`src/rtl/vencoder_pkg.sv`:
```
// vencoder_pkg: shared types, generator presets and parity helper for the convolutional encoder
package vencoder_pkg;

    typedef enum logic [1:0] {IDLE, SER, FLUSH} state_t;

    localparam logic [5:0]  G_K3 = {3'b101, 3'b111};
    localparam logic [13:0] G_K7 = {7'o133, 7'o171};

    function automatic logic parity(input logic [8:0] v);
        return ^v;
    endfunction

endpackage

```
`src/rtl/vencoder_ser.sv`:
```
// vencoder_ser: N-bit parallel-load serialiser, LSB first, with last-bit flag
module vencoder_ser #(
    parameter int N = 2
) (
    input  logic         Clock,
    input  logic         reset,
    input  logic         load,
    input  logic [N-1:0] data,
    output logic         out_bit,
    output logic         out_valid,
    output logic         last_bit
);

    localparam int CW = $clog2(N);

    logic [N-1:0]  sh;
    logic [CW-1:0] cnt;

    assign out_bit  = sh[0];
    assign last_bit = out_valid && (cnt == CW'(N-1));

    // load a codeword, shift it out one bit per cycle, clear the line when done
    always_ff @(posedge Clock or posedge reset) begin
        if (reset) begin
            sh        <= '0;
            cnt       <= '0;
            out_valid <= 1'b0;
        end else if (load) begin
            sh        <= data;
            cnt       <= '0;
            out_valid <= 1'b1;
        end else if (last_bit) begin
            sh        <= '0;
            cnt       <= '0;
            out_valid <= 1'b0;
        end else if (out_valid) begin
            sh        <= sh >> 1;
            cnt       <= cnt + 1'b1;
        end
    end

endmodule

```
`src/rtl/vencoder_n.sv`:
```
// vencoder_n: rate-1/N convolutional encoder with serial output and optional zero-tail flush
module vencoder_n
    import vencoder_pkg::*;
#(
    parameter int             K       = 3,
    parameter int             N       = 2,
    parameter logic [N*K-1:0] GEN     = 6'b101_111,
    parameter int             TAIL_EN = 1
) (
    input  logic Clock,
    input  logic reset,
    input  logic in_valid,
    input  logic in_bit,
    input  logic in_last,
    output logic in_ready,
    output logic out_bit,
    output logic out_valid,
    output logic busy
);

    if (K < 2 || K > 9 || N < 2 || N > 8) begin : g_bad_size
        $error("vencoder_n: K must be 2..9 and N must be 2..8");
    end

    state_t       state, state_n;
    logic [K-2:0] sr;
    logic [3:0]   tail_cnt;
    logic [K-1:0] w;
    logic [N-1:0] code;
    logic         accept, flush_load, load, din, last_bit;

    assign in_ready   = !reset && (tail_cnt == 4'd0) && (state != FLUSH) && (!out_valid || last_bit);
    assign accept     = in_valid && in_ready;
    assign flush_load = (tail_cnt != 4'd0) && (!out_valid || last_bit);
    assign load       = accept || flush_load;
    assign din        = accept ? in_bit : 1'b0;
    assign w          = {din, sr};
    assign busy       = state != IDLE;

    for (genvar j = 0; j < N; j++) begin : g_code
        if (GEN[j*K +: K] == '0) begin : g_zero_gen
            $error("vencoder_n: generator polynomial is all zero");
        end
        assign code[j] = parity(9'(GEN[j*K +: K] & w));
    end

    // next state: a new bit keeps serialising, a pending tail flushes, otherwise drain to idle
    always_comb begin
        state_n = state;
        if (accept)
            state_n = SER;
        else if (flush_load)
            state_n = FLUSH;
        else if (last_bit)
            state_n = IDLE;
    end

    // state register, shift register of past inputs and remaining tail length
    always_ff @(posedge Clock or posedge reset) begin
        if (reset) begin
            state    <= IDLE;
            sr       <= '0;
            tail_cnt <= '0;
        end else begin
            state <= state_n;
            if (load)
                sr <= w[K-1:1];
            if (accept && in_last && (TAIL_EN != 0))
                tail_cnt <= 4'(K-1);
            else if (flush_load)
                tail_cnt <= tail_cnt - 4'd1;
        end
    end

    vencoder_ser #(.N(N)) u_ser (
        .Clock     (Clock),
        .reset     (reset),
        .load      (load),
        .data      (code),
        .out_bit   (out_bit),
        .out_valid (out_valid),
        .last_bit  (last_bit)
    );

endmodule
```
`config.mk`:
```
export PLATFORM = sky130hd
export DESIGN_NAME = vencoder_n
export DESIGN_NICKNAME = d
export VERILOG_FILES = /design/src/rtl/vencoder_pkg.sv /design/src/rtl/vencoder_ser.sv /design/src/rtl/vencoder_n.sv
export SDC_FILE = /design/constraint.sdc
export NUM_CORES = 1
export LEC_CHECK = 0
export ABC_CLOCK_PERIOD_IN_PS = 5200
export CAP_MARGIN = 30
export CORE_UTILIZATION = 50
export DETAILED_ROUTE_END_ITERATION = 10
export GPL_TIMING_DRIVEN = 0
export PLACE_DENSITY = 0.78
export SLEW_MARGIN = 20
export SYNTH_ARGS = -nofsm -noshare
export SYNTH_HDL_FRONTEND = slang
export SYNTH_SLANG_ARGS = --single-unit
```
`constraint.sdc`:
```
create_clock -name Clock -period 5.2 [get_ports Clock]
set_input_delay 1.3 -clock Clock [delete_from_list [all_inputs] [get_ports Clock]]
set_output_delay 1.3 -clock Clock [all_outputs]
set_load 0.02 [all_outputs]
```
==> flow_metrics.py <==
metrics = {
    "worst_setup_path": {
        "crit_top_cell": "clkdlybuf4s50_1",
        "critPathSlowestCell": "clkdlybuf4s50_1",
        "cp_cell_sequence": "clkdlybuf4s50_1 > nor2_1 > clkdlybuf4s50_1",
        "criticalPathCategory": "input pin to output port",
        "critPathMaxFanout": 3,
        "slowest_delay_ns": 0.61,
        "worstPathArrival_ns": 2.49,
        "worstSetupStartpointType": "input pin",
        "cp_data_required_time_ns": 3.90,
        "cp-end-kind": "output port",
    },
    "sta": {
        "setup-tns-final_ns": 0,
        "layout_worst_path_cycle_share_pct": 72.8,
        "setup_viol_count_final": 0,
        "fin_skew_ns": 0.000393,
        "max_freq_mhz": 264,
        "rsz0062_at_grt": "no",
        "worst_pin_slew_ns": 0.529,
        "period_needed_ns": 3.79,
        "hold_viol": 0,
        "relSlewSlack_pct": 64.6,
        "slew_viol_final": 0,
    },
    "pwr": {
        "powerDensity_mw_per_mm2": 510,
        "cell_internal_pwr_uw": 252,
        "seq_power_share_pct": 34.6,
        "ir_worst_vdd_mv": 0.323,
        "p_leak_uw": 0.000360,
        "combPwrFrac_pct": 47.4,
        "power_uw": 420,
        "power.switching_uw": 169,
        "sw_frac_of_total_pct": 40.1,
        "p_clk_share_pct": 18.0,
    },
    "layout": {
        "drive_above_1_share_pct": 14.5,
        "nNetsFinal": 90,
        "num-fill-cells": 122,
        "layout_common_cells": "dfrtp_1, clkdlybuf4s50_1, nand2_1, o21ai_0, inv_1",
        "n_antenna_cell": 0,
        "fin_util_pct": 64.1,
        "fin_cells": 98,
        "area_growth_pct": 19.6,
        "final_common_cell": "dfrtp_1",
        "regArea_um2": 300,
        "multi_input_area_um2": 343,
    },
    "floorplan": {
        "die_h_um": 39.1,
        "core_mm2": 0.00128,
        "die_w_um": 39.1,
        "std_cell_rows": 13,
        "start_util_pct": 53.6,
        "pin_count": 9,
        "die_area_mm2": 0.00153,
    },
    "global_routing": {
        "grt_pass1_wl_um": 2270,
        "antenna_found_initial": 0,
        "grt_start_max_net_pins": 13,
        "track_usage_pct": 22.2,
        "overflow": 0,
        "grt_pass1_vias": 542,
    },
    "logic_synthesis": {
        "syn_area_um2": 688,
        "netlist_instances": 71,
        "syn-num-nets": 77,
        "ys_ff_latch": 12,
        "synthDistinctLibCells": 30,
        "yosysWarnings": 0,
        "synth_seq_area_share_pct": 43.6,
        "avgSynthCellArea_um2": 9.69,
    },
    "placement": {
        "io_buffers": 8,
        "routabilityCongestion": 0.711,
        "place_inst": 94,
        "dp_hpwl_um": 928,
    },
    "cts": {
        "clk-insertion-delay-late_ns": 0.27,
        "cts_tree": "yes",
        "cts_max_level": 1,
        "ctsResizeCount": 0,
        "post-cts-setup-buffers": 0,
        "clockBufferDepth": 2,
        "numCtsBuffers": 3,
        "clkSinkCount": 12,
        "clockRootBuffer": "clkbuf_4",
        "hold_buffers": 0,
        "clkSlewWorstSetupHoldPaths_ns": 0.08,
    },
    "drt": {
        "vias": 560,
        "vias_per_cell": 5.71,
        "drc": 0,
        "wire_per_inst_um": 13.2,
        "routed_wl_um": 1290,
        "drtAntennaViolNets": 0,
        "firstDrtPassIters": 4,
        "drt_iter0_drc": 8,
    },
    "worst_hold_path": {
        "hp-class": "flip-flop to flip-flop",
    },
    "run": {
        "drv_cap": 0,
    },
    "run_status": {
        "status": "complete, no violations",
    },
}
[per-layer routing]
layer  wire (um)  vias up  track usage [%]
li1            -      274                -
met1         612      266             29.4
met2         603       16             35.0
met3          45        4             1.73
met4          27        0             12.9
met5           0        -                0
[stage by stage]
stage | area [um^2] | hold slack (ns) | setup slack [ns]
after floorplan | 688 | 0.478 | 2.31
after global routing | 823 | 0.534 | 1.39
final | 823 | 0.503 | 1.41
after CTS | 823 | 0.509 | 1.41
after global placement | 787 | 0.488 | 1.44
after detailed placement | 787 | 0.491 | 1.43
[logic make-up (layout without fill, tap and decap cells)]
group,Yosys count,in the layout,share of synthesized area (%)
buffers and inverters,8,20,6.54
AND/OR/NAND/NOR,30,30,26.9
AO/OA/AOI/OAI,17,17,16.0
multiplexers,2,2,3.82
flip-flops,12,12,43.6
adder cells (fa/ha/maj),1,1,1.82
XOR/XNOR,1,1,1.27
[critical path, delay by kind of cell]
family / cells / cell delay, ns
AND/OR/NAND/NOR: 1 / 0.13
buffers and inverters: 2 / 1.06
[power by group through the flow]
stage / clock (uW) / combinational (uW) / sequential (uW)
final: 75.6 / 199 / 145
after global routing: 81.6 / 223 / 151
after CTS: 77.2 / 199 / 146
after detailed placement: 0 / 198 / 147
after global placement: 0 / 191 / 146
after floorplan: 0 / 153 / 144
[worst paths after layout]
check                      slack (ns)                    start                 endpoint  cells after the start
max                              1.41                    reset                 in_ready                      3
min                              0.50  u_ser.sh[0]$_DFFE_PP0P_  u_ser.sh[0]$_DFFE_PP0P_                      1
max reg2reg                      3.44  tail_cnt[0]$_DFFE_PP0P_  u_ser.sh[0]$_DFFE_PP0P_                      7
min reg2reg                      0.50  u_ser.sh[0]$_DFFE_PP0P_  u_ser.sh[0]$_DFFE_PP0P_                      1
max in group asynchronous        3.47                    reset     state[0]$_DFFE_PP0P_                      2
min in group asynchronous        1.41                    reset  tail_cnt[0]$_DFFE_PP0P_                      2
[cells in the mapped netlist]
cell type   n  area, um^2
nand4b_1    1        8.76
or2b_1      1        7.51
nand3_1     4        20.0
dfrtp_1    12         300
nor3b_1     1        7.51
nor2b_1     1        6.26
o32a_1      1        10.0
or3b_1      1        8.76
nand2_8     1        20.0
nand2_1     7        26.3
inv_1       6        22.5
a31oi_1     1        6.26
a211oi_1    1        7.51
a32o_1      1        10.0
nor4_1      1        6.26
nand2b_1    2        12.5
nor2_1      5        18.8
a311o_1     1        10.0
mux2_4      1        15.0
nand3_4     1        17.5
or2_2       1        6.26
xnor2_1     1        8.76
o21ai_0     7        35.0
o21a_1      1        7.51
a21oi_1     3        15.0
buf_6       2        22.5
mux2_2      1        11.3
and3_1      3        18.8
a21oi_2     1        8.76
ha_1        1        12.5
[final cells by class]
cell class                      instances  area share [%]
Clock buffer                            4            4.41
Buffer                                  2            2.74
Timing Repair Buffer                    8            9.73
Sequential cell                        12            36.5
Multi-Input combinational cell         51            41.6
Tap cell                               15            2.28
Inverter                                6            2.74
[state kept, by name, summed over array words and instances (netlist names)]
| register | cells |
|---|---|
| sr | 2 |
| state | 2 |
| tail_cnt | 4 |
| u_ser.cnt | 1 |
| u_ser.out_valid | 1 |
| u_ser.sh | 2 |
Power figures use the tool's default switching activity.
